===== src/rtl/konami2_bus_master.sv =====
// Konami-2 external bus initiator: turns single-byte requests into AS/ADDR/RWb/data
// cycles, generates the CE/CQ quadrature clocks and stretches T3 until DTAC or timeout.
module konami2_bus_master #(
  parameter int          TIMEOUT   = 255,
  parameter logic [7:0]  RDATA_ERR = 8'hFF
) (
  input  logic        CLK12,
  input  logic        RSTn,
  input  logic        REQ,
  input  logic        REQ_RW,
  input  logic [15:0] REQ_ADDR,
  input  logic [7:0]  REQ_WDATA,
  output logic        REQ_ACK,
  output logic        BUSY,
  output logic        DONE,
  output logic        ERR,
  output logic [7:0]  RDATA,
  output logic        AS,
  output logic [15:0] ADDR,
  output logic        RWb,
  output logic [7:0]  DOUT,
  output logic        DOE,
  input  logic [7:0]  DIN,
  input  logic        DTAC,
  output logic        CE,
  output logic        CQ
);

  localparam logic [9:0] TIMEOUT_W = 10'(TIMEOUT);

  typedef enum logic [2:0] {IDLE, T0, T1, T2, T3} state_t;

  state_t      state_reg, state_next;
  logic [1:0]  ph_reg, ph_next;
  logic [9:0]  wc_reg, wc_next;
  logic [15:0] addr_reg;
  logic        rw_reg;
  logic [7:0]  wdata_reg;
  logic [7:0]  rdata_reg;
  logic        done_reg, err_reg;
  logic        ce_reg, cq_reg;
  logic        accept, finish, abort;

  // Requests are only taken at PH==3 so T0 always lines up with PH==0.
  assign accept = (state_reg == IDLE) && (ph_reg == 2'd3) && REQ;

  always_comb begin
    state_next = state_reg;
    ph_next    = ph_reg + 2'd1;
    wc_next    = wc_reg;
    finish     = 1'b0;
    abort      = 1'b0;
    unique case (state_reg)
      IDLE: if (accept) state_next = T0;
      T0:   state_next = T1;
      T1:   state_next = T2;
      T2:   state_next = T3;
      T3: begin
        ph_next = 2'd3;
        if (!DTAC) begin
          finish = 1'b1;
        end else if (wc_reg == TIMEOUT_W) begin
          finish = 1'b1;
          abort  = 1'b1;
        end else begin
          wc_next = wc_reg + 10'd1;
        end
        if (finish) begin
          state_next = IDLE;
          ph_next    = 2'd0;
          wc_next    = 10'd0;
        end
      end
      default: begin
        state_next = IDLE;
        ph_next    = 2'd0;
      end
    endcase
  end

  always_ff @(posedge CLK12 or negedge RSTn) begin
    if (!RSTn) begin
      state_reg <= IDLE;
      ph_reg    <= 2'd0;
      wc_reg    <= 10'd0;
      addr_reg  <= 16'd0;
      rw_reg    <= 1'b1;
      wdata_reg <= 8'd0;
      rdata_reg <= 8'd0;
      done_reg  <= 1'b0;
      err_reg   <= 1'b0;
      ce_reg    <= 1'b0;
      cq_reg    <= 1'b0;
    end else begin
      state_reg <= state_next;
      ph_reg    <= ph_next;
      wc_reg    <= wc_next;
      done_reg  <= finish;
      // CE/CQ are registered from the next phase so they track PH without a decode glitch.
      ce_reg    <= ph_next[1];
      cq_reg    <= ph_next[1] ^ ph_next[0];
      if (accept) begin
        addr_reg  <= REQ_ADDR;
        rw_reg    <= REQ_RW;
        wdata_reg <= REQ_WDATA;
      end
      if (finish) begin
        err_reg <= abort;
        if (rw_reg) rdata_reg <= abort ? RDATA_ERR : DIN;
      end
    end
  end

  assign REQ_ACK = accept;
  assign BUSY    = accept || (state_reg != IDLE);
  assign DONE    = done_reg;
  assign ERR     = err_reg;
  assign RDATA   = rdata_reg;
  assign AS      = (state_reg == T1) || (state_reg == T2) || (state_reg == T3);
  assign ADDR    = addr_reg;
  assign RWb     = (state_reg == IDLE) ? 1'b1 : rw_reg;
  assign DOE     = !rw_reg && ((state_reg == T2) || (state_reg == T3));
  assign DOUT    = DOE ? wdata_reg : 8'd0;
  assign CE      = ce_reg;
  assign CQ      = cq_reg;

endmodule


===== config.mk =====
export PLATFORM = sky130hd
export DESIGN_NAME = konami2_bus_master
export DESIGN_NICKNAME = d
export VERILOG_FILES = /design/src/rtl/konami2_bus_master.sv
export SDC_FILE = /design/constraint.sdc
export NUM_CORES = 1
export LEC_CHECK = 0
export ABC_CLOCK_PERIOD_IN_PS = 1760
export CAP_MARGIN = 20
export CORE_ASPECT_RATIO = 0.5
export CORE_UTILIZATION = 62
export CTS_CLUSTER_DIAMETER = 40
export CTS_CLUSTER_SIZE = 14
export DETAILED_ROUTE_END_ITERATION = 10
export DONT_BUFFER_PORTS = 1
export PLACE_DENSITY_LB_ADDON = 0.12
export SLEW_MARGIN = 20
export SYNTH_ARGS = -nofsm -noshare
export SYNTH_HDL_FRONTEND = slang
export SYNTH_SLANG_ARGS = --single-unit
export TNS_END_PERCENT = 5

===== constraint.sdc =====
create_clock -name CLK12 -period 1.76 [get_ports CLK12]
set_input_delay 0.264 -clock CLK12 [delete_from_list [all_inputs] [get_ports CLK12]]
set_output_delay 0.264 -clock CLK12 [all_outputs]
set_load 0.05 [all_outputs]

==> insert_results.sql <==
INSERT INTO impl_metrics (metric_group, metric, value, unit) VALUES
('route', 'finalWirelength', '4330', 'um'),
('route', 'wire_length_per_cell_after_detailed_routing', '17.9', 'um'),
('worst_setup_path', 'path_buf_inv', '0', ''),
('logic_synthesis', 'synth_nets', '212', ''),
('floorplanning', 'placement_rows', '15', ''),
('clocking', 'clockBufferDepth', '2', ''),
('clocking', 'clkTransAtPathRegs', '90', 'ps'),
('sta', 'grt_setup_unrepaired', 'true', ''),
('logic_synthesis', 'syn_area_per_cell', '13.2', 'um^2'),
('sta', 'slew_headroom', '0.664', ''),
('logic_synthesis', 'synth.top_cell.area_share', '0.549', ''),
('run', 'maxCapViolCount', '0', ''),
('layout', 'layout-drive-gt1-share', '0.361', ''),
('clocking', 'cts_htree_levels', '2', ''),
('sta', 'clock-skew-final', '7.18', 'ps'),
('route', 'drtPass1Iterations', '4', ''),
('floorplanning', 'die_area', '3940', 'um^2'),
('clocking', 'cts_root_buffer', 'sky130_fd_sc_hd__clkbuf_8', ''),
('global_routing', 'antenna_found_initial', '0', ''),
('worst_setup_path', 'timing.critical_path.arrival', '1660', 'ps'),
('floorplanning', 'fp.dieH', '44.9', 'um'),
('worst_setup_path', 'worst-r2r-setup-slack', '110', 'ps'),
('floorplanning', 'die_width', '87.7', 'um'),
('route', 'detailedRoute.firstIterationViolations', '48', ''),
('route', 'detailroute.via_count', '1399', ''),
('logic_synthesis', 'synth_cell_type_count', '36', ''),
('clocking', 'cts_buffers', '5', ''),
('clocking', 'cts_tree', 'done', ''),
('sta', 'finalHoldViolations', '0', ''),
('route', 'drc_errors', '0', ''),
('logic_synthesis', 'yosys.area.top_type', 'sky130_fd_sc_hd__dfrtp_1', ''),
('logic_synthesis', 'synth_top_cells_by_area', 'sky130_fd_sc_hd__dfrtp_1 (55%), sky130_fd_sc_hd__mux2_4 (13%), sky130_fd_sc_hd__o22a_1 (3.1%)', ''),
('logic_synthesis', 'synthCells', '173', ''),
('sta', 'worst-slew-pin-transition', '504', 'ps'),
('layout', 'finish.instance_area', '2640', 'um^2'),
('pwr', 'cellLeakagePower', '0.00118', 'uW'),
('run_status', 'outcome', 'finished, violations left', ''),
('floorplanning', 'io_pins', '78', ''),
('worst_setup_path', 'startpoint_type', 'register', ''),
('logic_synthesis', 'synth_area', '2280', 'um^2'),
('global_routing', 'grt_resource_usage_total', '0.239', ''),
('worst_setup_path', 'critical_path_end_type', 'primary output', ''),
('global_routing', 'grt_overflow', '0', ''),
('sta', 'upper_clock_frequency_limit', '520', 'MHz'),
('pwr', 'power.density_cell_area', '2180', 'nW/um^2'),
('clocking', 'clock_insertion_delay_worst_skew', '300', 'ps'),
('sta', 'final_setup_violation_count', '11', ''),
('sta', 'timing.final.crit_share', '1.09', ''),
('layout', 'largest_register_ff_count', '16', ''),
('route', 'vias_per_cell', '5.78', ''),
('global_routing', 'global_route_wire_length_before_repair', '6880', 'um'),
('floorplanning', 'floorplan.initialDensity', '0.656', ''),
('worst_setup_path', 'critical_path.cell_chain', 'or3b_4 > a21oi_4 > and2_4', ''),
('placed_design', 'detailed_place_hpwl', '2900', 'um'),
('run_status', 'violated_checks', 'negative setup slack', ''),
('route', 'drt.antenna.violating_nets', '0', ''),
('sta', 'slew_viol_final', '0', ''),
('floorplanning', 'core_area', '3470', 'um^2'),
('pwr', 'post-layout-total-power', '5760', 'uW'),
('global_routing', 'grt_max_degree', '52', ''),
('worst_setup_path', 'critical_path.top_delay_family', 'simple AND/OR/NAND/NOR gates', ''),
('sta', 'final.min_clock_period', '1920', 'ps'),
('worst_setup_path', 'cp.required', '1500', 'ps'),
('logic_synthesis', 'number_of_flip_flops_and_latches_in_the_synthesized_netlist', '51', ''),
('worst_setup_path', 'slowest_cell_on_crit_path', 'sky130_fd_sc_hd__or3b_4', ''),
('pwr', 'vdd_drop_max', '1.34', 'mV'),
('logic_synthesis', 'synth_sequential_area_ratio', '0.561', ''),
('worst_setup_path', 'critPathKind', 'reg2out', ''),
('placed_design', 'dpl-instance-area', '2430', 'um^2'),
('layout', 'design.final.nets', '229', ''),
('worst_setup_path', 'maximum_cell_stage_delay_along_the_critical_path', '450', 'ps'),
('placed_design', 'gp_routability_congestion', '0.755', ''),
('hold_path', 'min_delay_path_class', 'in2reg', ''),
('logic_synthesis', 'yosysWarnings', '0', ''),
('layout', 'fillers', '224', ''),
('global_routing', 'first_global_vias', '1448', ''),
('sta', 'worst_slack', '-162', 'ps'),
('layout', 'antenna_cells_inserted', '0', ''),
('clocking', 'cts.sinks', '51', ''),
('layout', 'area_growth_syn_to_layout', '16.0', '%'),
('worst_setup_path', 'worstPathMaxFanout', '5', ''),
('placed_design', 'port_buffers', '0', '');
-- layer usage --
layer	GRT usage	part of all wire	vias to the layer above
met2	0.398	0.49	50
met3	0.0804	0.058	2
met4	0.0689	0.0032	0
met5	0	0	-
li1	-	-	650
met1	0.304	0.45	697
-- through the flow --
| step | util | setup slack, ps | hold WS, ps | TNS, ps | std cells |
|---|---|---|---|---|---|
| 2_1_floorplan | - | -253 | -31.6 | -2140 | 173 |
| 3_3_place_gp | 0.699 | 116 | -30.5 | 0 | 230 |
| 3_5_place_dp | 0.699 | 73.8 | -30.4 | 0 | 230 |
| 4_1_cts | 0.753 | -144 | 54.9 | -1380 | 242 |
| 5_1_grt | 0.761 | -202 | 50.7 | -2000 | 242 |
| 6_report | 0.761 | -162 | 61.8 | -1470 | 242 |
-- what timing repair did --
item	4_1_cts	5_1_grt
gates cloned	1	0
setup buffers	1	0
setup endpoints to repair	11	24
resized for setup	6	7
hold buffers	2	0
hold endpoints to repair	51	0
pin swaps	6	2
-- path summary, 6_finish.rpt --
check                        startpoint           end  cells past startpoint
max in group asynchronous          RSTn        rw_reg                      2
min                                DTAC          DONE                      1
max reg2reg                state_reg[2]     wc_reg[6]                      4
min in group asynchronous          RSTn       ADDR[7]                      2
min reg2reg                wdata_reg[3]  wdata_reg[3]                      1
max                        state_reg[2]       DOUT[5]                      3
-- worst reg2reg max path: stages, from the launching register on --
cell                      delay, ps
sky130_fd_sc_hd__dfrtp_1        410
sky130_fd_sc_hd__or3b_4         450
sky130_fd_sc_hd__buf_6          170
sky130_fd_sc_hd__or4_1          470
sky130_fd_sc_hd__nand3_1         90
-- layout make-up --
class / instances / area, um^2 / share of cell area
clock inverter: 2 / 37.5 / 0.0142
tap: 51 / 63.8 / 0.0241
timing repair buffer: 16 / 186 / 0.0705
sequential: 51 / 1280 / 0.483
multi-input combinational: 111 / 987 / 0.373
clock buffer: 6 / 72.6 / 0.0274
inverter: 5 / 18.8 / 0.00710
-- synth_stat cells --
master and count:
sky130_fd_sc_hd__a21o_1 1, sky130_fd_sc_hd__and4_1 3, sky130_fd_sc_hd__a21oi_2 1, sky130_fd_sc_hd__o22a_1 8
sky130_fd_sc_hd__xnor2_1 1, sky130_fd_sc_hd__nand4_1 3, sky130_fd_sc_hd__and4b_1 1, sky130_fd_sc_hd__dfrtp_1 50
sky130_fd_sc_hd__nand3b_2 1, sky130_fd_sc_hd__a211oi_1 1, sky130_fd_sc_hd__or3_1 1, sky130_fd_sc_hd__nor2_1 6
sky130_fd_sc_hd__nor3b_2 1, sky130_fd_sc_hd__buf_4 2, sky130_fd_sc_hd__or4_1 1, sky130_fd_sc_hd__nand3b_1 1
sky130_fd_sc_hd__inv_1 5, sky130_fd_sc_hd__ha_1 2, sky130_fd_sc_hd__or2_2 1, sky130_fd_sc_hd__buf_2 3
sky130_fd_sc_hd__and2_1 9, sky130_fd_sc_hd__or3b_1 1, sky130_fd_sc_hd__o31ai_1 1, sky130_fd_sc_hd__a2bb2oi_1 1
sky130_fd_sc_hd__nand2_1 12, sky130_fd_sc_hd__a31oi_1 2, sky130_fd_sc_hd__xor2_1 4, sky130_fd_sc_hd__o21ai_0 10
sky130_fd_sc_hd__dfstp_2 1, sky130_fd_sc_hd__nand3_1 8, sky130_fd_sc_hd__buf_8 2, sky130_fd_sc_hd__a21oi_4 2
sky130_fd_sc_hd__and3_1 1, sky130_fd_sc_hd__mux2_2 6, sky130_fd_sc_hd__nor3_2 1, sky130_fd_sc_hd__mux2_4 19
-- power by group --
group / switching (uW) / leakage [uW] / total, uW / internal, uW
Clock: 377 / 0.0000514 / 801 / 424
Combinational: 973 / 0.000515 / 1900 / 925
Sequential: 1410 / 0.000614 / 3060 / 1650
Total: 2760 / 0.00118 / 5760 / 3000
-- cells in the final DEF (no fill, tap or decap), types with 2 or more instances in the layout --
master	synthesis	routed
sky130_fd_sc_hd__xor2_1	4	4
sky130_fd_sc_hd__and4_1	3	2
sky130_fd_sc_hd__buf_4	2	8
sky130_fd_sc_hd__and2_4	0	8
sky130_fd_sc_hd__dfrtp_1	50	50
sky130_fd_sc_hd__nor2_1	6	6
sky130_fd_sc_hd__mux2_2	6	6
sky130_fd_sc_hd__a21oi_4	2	3
sky130_fd_sc_hd__nand3_1	8	7
sky130_fd_sc_hd__nand4_1	3	3
sky130_fd_sc_hd__inv_1	5	5
sky130_fd_sc_hd__buf_6	0	3
sky130_fd_sc_hd__ha_1	2	2
sky130_fd_sc_hd__buf_12	0	2
sky130_fd_sc_hd__o22a_1	8	8
sky130_fd_sc_hd__a31oi_1	2	2
sky130_fd_sc_hd__o21ai_0	10	9
sky130_fd_sc_hd__clkbuf_8	0	5
sky130_fd_sc_hd__nand2_1	12	12
sky130_fd_sc_hd__mux2_4	19	19
-- cell families after synthesis --
family                   share of synthesized area
AND/OR/NAND/NOR                              0.130
flip-flops                                   0.561
AO/OA/AOI/OAI                               0.0901
multiplexers                                 0.155
buffers and inverters                       0.0346
XOR/XNOR                                    0.0192
adder cells (fa/ha/maj)                     0.0110
No activity file was read; power rests on OpenSTA's default activity.
==> variant (config.mk and constraints unchanged) <==
Register the output `ERR` once more; this adds one clock of latency there. The other outputs are not delayed to match.
--- a/src/rtl/konami2_bus_master.sv
+++ b/src/rtl/konami2_bus_master.sv
@@ -114,7 +114,9 @@
   assign REQ_ACK = accept;
   assign BUSY    = accept || (state_reg != IDLE);
   assign DONE    = done_reg;
-  assign ERR     = err_reg;
+  always_ff @(posedge CLK12) begin
+    ERR <= err_reg;
+  end
   assign RDATA   = rdata_reg;
   assign AS      = (state_reg == T1) || (state_reg == T2) || (state_reg == T3);
   assign ADDR    = addr_reg;
Formal check against the unedited RTL: no difference found for any inputs over 10 cycles, from zero or initial values and one cycle with RSTn low; that may be too few to reach the edited logic, so the function may still have changed.
==> variant against the original RTL <==
The flow still finishes with violations (negative setup slack). Highest routed layer unchanged. Via count rose by 1.9%. Cell area is 0.99% higher. First-iteration DRC count increased by 6.3%. Die area increased by 0.85%. Area after synthesis rose by 0.88%. Worst hold slack worse by 0.0014 ns. Fmax hardly changed. Power shrank 0.88%. Worst setup slack got worse by 0.0017 ns. Sequential cell count grew 1. Routed wire length increased by 1.3%.
==> variant: results (changes against the original RTL) <==
Status - finished, violations left
Failing checks - negative setup slack
Slowest CP cell - or3b_4
M1 wire length - 1960 um (+0.82%)
Highest metal layer with signal wires - met4
Total number of yosys warnings - 0 (unchanged)
Register area share after synthesis - 0.565 (+0.00383)
Vias per inst - 5.75 (-0.61%)
Root Buffer - clkbuf_8
Antenna violations before repair - 0 (unchanged)
Drt first pass iters - 4 (unchanged)
Detail Route met2 WL - 2060 um (-2.6%)
Slew @ Worst Pin - 0.500 ns (-0.00396 ns)
Final setup vio count - 11 (unchanged)
Layout cell share with drive strength beyond 1 - 0.360 (-0.000850)
Worst path arrival time - 1.66 ns (about the same)
Wire per inst - 17.7 um (-1.2%)
Largest net degree at the start of global routing - 52 (unchanged)
Fillers - 242 (+8.0%)
Placed instance area - 2430 um2 (+0.31%)
Number of flip-flops under the largest register name - 16 (unchanged)
Diode count - 0 (unchanged)
Worst vdd ir - 1430 uV (+7.2%)
Min-Delay Path Class - input port to register
Detailed placement HPWL - 2910 um (+0.26%)
Routed wl met3 - 336 um (+34%)
Vias in the first global route - 1370 (-5.4%)
Crit path max fanout - 5 (unchanged)
Total CTS buffers - 5 (unchanged)
Slowest stage delay, CP - 0.44 ns
GRT Util Overall - 0.239 (about the same)
Wire length of the first global-routing pass - 6720 um (-2.3%)
Leak - 1.21 nW (+2.2%)
Final GP Congestion - 0.816 (+8.2%)
Synth cell types - 37 (+2.8%)
Worst skew pair latency - 0.30 ns (about the same)
Clk buf depth - 2 (unchanged)
H-tree depth - 2 (unchanged)
Nets - 235 (+2.6%)
Synth area leaders - dfrtp_1 (54%), mux2_4 (12%), o22a_1 (3.0%), mux2_2 (2.9%), and2_1 (2.4%)
Final WS setup - -0.163 ns (-0.00171 ns)
Net count after synthesis - 213 (+0.47%)
CTS clk-pin slew, worst paths - 0.09 ns (about the same)
Async S/R FF share, synth - 0.981 (-0.0192)
PortBufs - 0 (unchanged)
Clk_skew - 0.00424 ns (-0.00294 ns)
Post-synth top flop - dfrtp_1
Drt first-iter violations - 51 (+6.3%)
Internal cell power - 2.95 mW (-1.7%)
Synth cell count leaders - dfrtp_1 (50), mux2_4 (19), nand2_1 (12)
## variant: kinds of logic (layout without fill, tap and decap cells)
family,after synthesis,after routing,share of synthesized area
AOI/OAI and AO/OA,27,28,0.0893
xor gates and xnor gates,5,5,0.0191
adders and majority gates,2,2,0.0109
buffers and inverters,12,34,0.0343
DFF,52,52,0.565
muxes,25,25,0.154
and+or+nand+nor,51,51,0.128
## variant: worst paths after layout
kind	start	end	slack [ns]	depth (start not counted)
worst max-delay path	state_reg[2]	DOUT[0]	-0.16	3
worst min-delay path	DTAC	DONE	0.06	1
worst max register to register	state_reg[2]	ADDR[10]	0.05	6
worst min register to register	err_reg	ERR	0.39	0
max in group asynchronous	RSTn	rw_reg	1.01	2
min in group asynchronous	RSTn	wc_reg[7]	0.48	2
## variant: per-layer routing
layer,vias up,track usage
li1,661,-
met1,709,0.314
met2,51,0.386
met3,4,0.0987
met4,0,0.0387
met5,-,0
## variant: timing repair
item                                   4_1_cts  5_1_grt
buffers inserted                             5        1
hold buffers                                 2        0
endpoints found under the hold margin       51        0
pin swaps                                    7        6
resized for setup                            7        5
cloned                                       1        0
setup endpoints to repair                   11       35
## variant: through the flow
stage	hold slack (ns)	setup WS, ns	TNS [ns]	std cells
after global placement	-0.0306	0.123	0	231
after CTS	0.0504	-0.148	-1.38	247
final	0.0604	-0.163	-1.48	248
after floorplan	-0.0316	-0.253	-2.14	174
after detailed placement	-0.0305	0.0619	0	231
after global routing	0.0579	-0.228	-2.23	248
## variant: power by group through the flow
stage	registers [mW]	clock network (mW)	logic, mW
after detailed placement	3.08	0	1.74
final	3.07	0.691	1.95
after global placement	3.06	0	1.70
after CTS	3.07	0.709	1.91
after global routing	3.13	0.750	2.08
after floorplan	3.04	0	1.39
## variant: critical path: cells and delay by family, from the launching register on
family,cells,cell delay (ns)
and+or+nand+nor,2,0.71
DFF,1,0.40
AOI/OAI and AO/OA,1,0.23
## variant: layout make-up
cell class | count | area [um2] | share of cell area
sequential | 52 | 1300 | 0.486
clock buffer | 8 | 90.1 | 0.0337
multi-input combinational | 111 | 987 | 0.370
inverter | 5 | 18.8 | 0.00703
tap | 51 | 63.8 | 0.0239
timing repair buffer | 21 | 213 | 0.0797
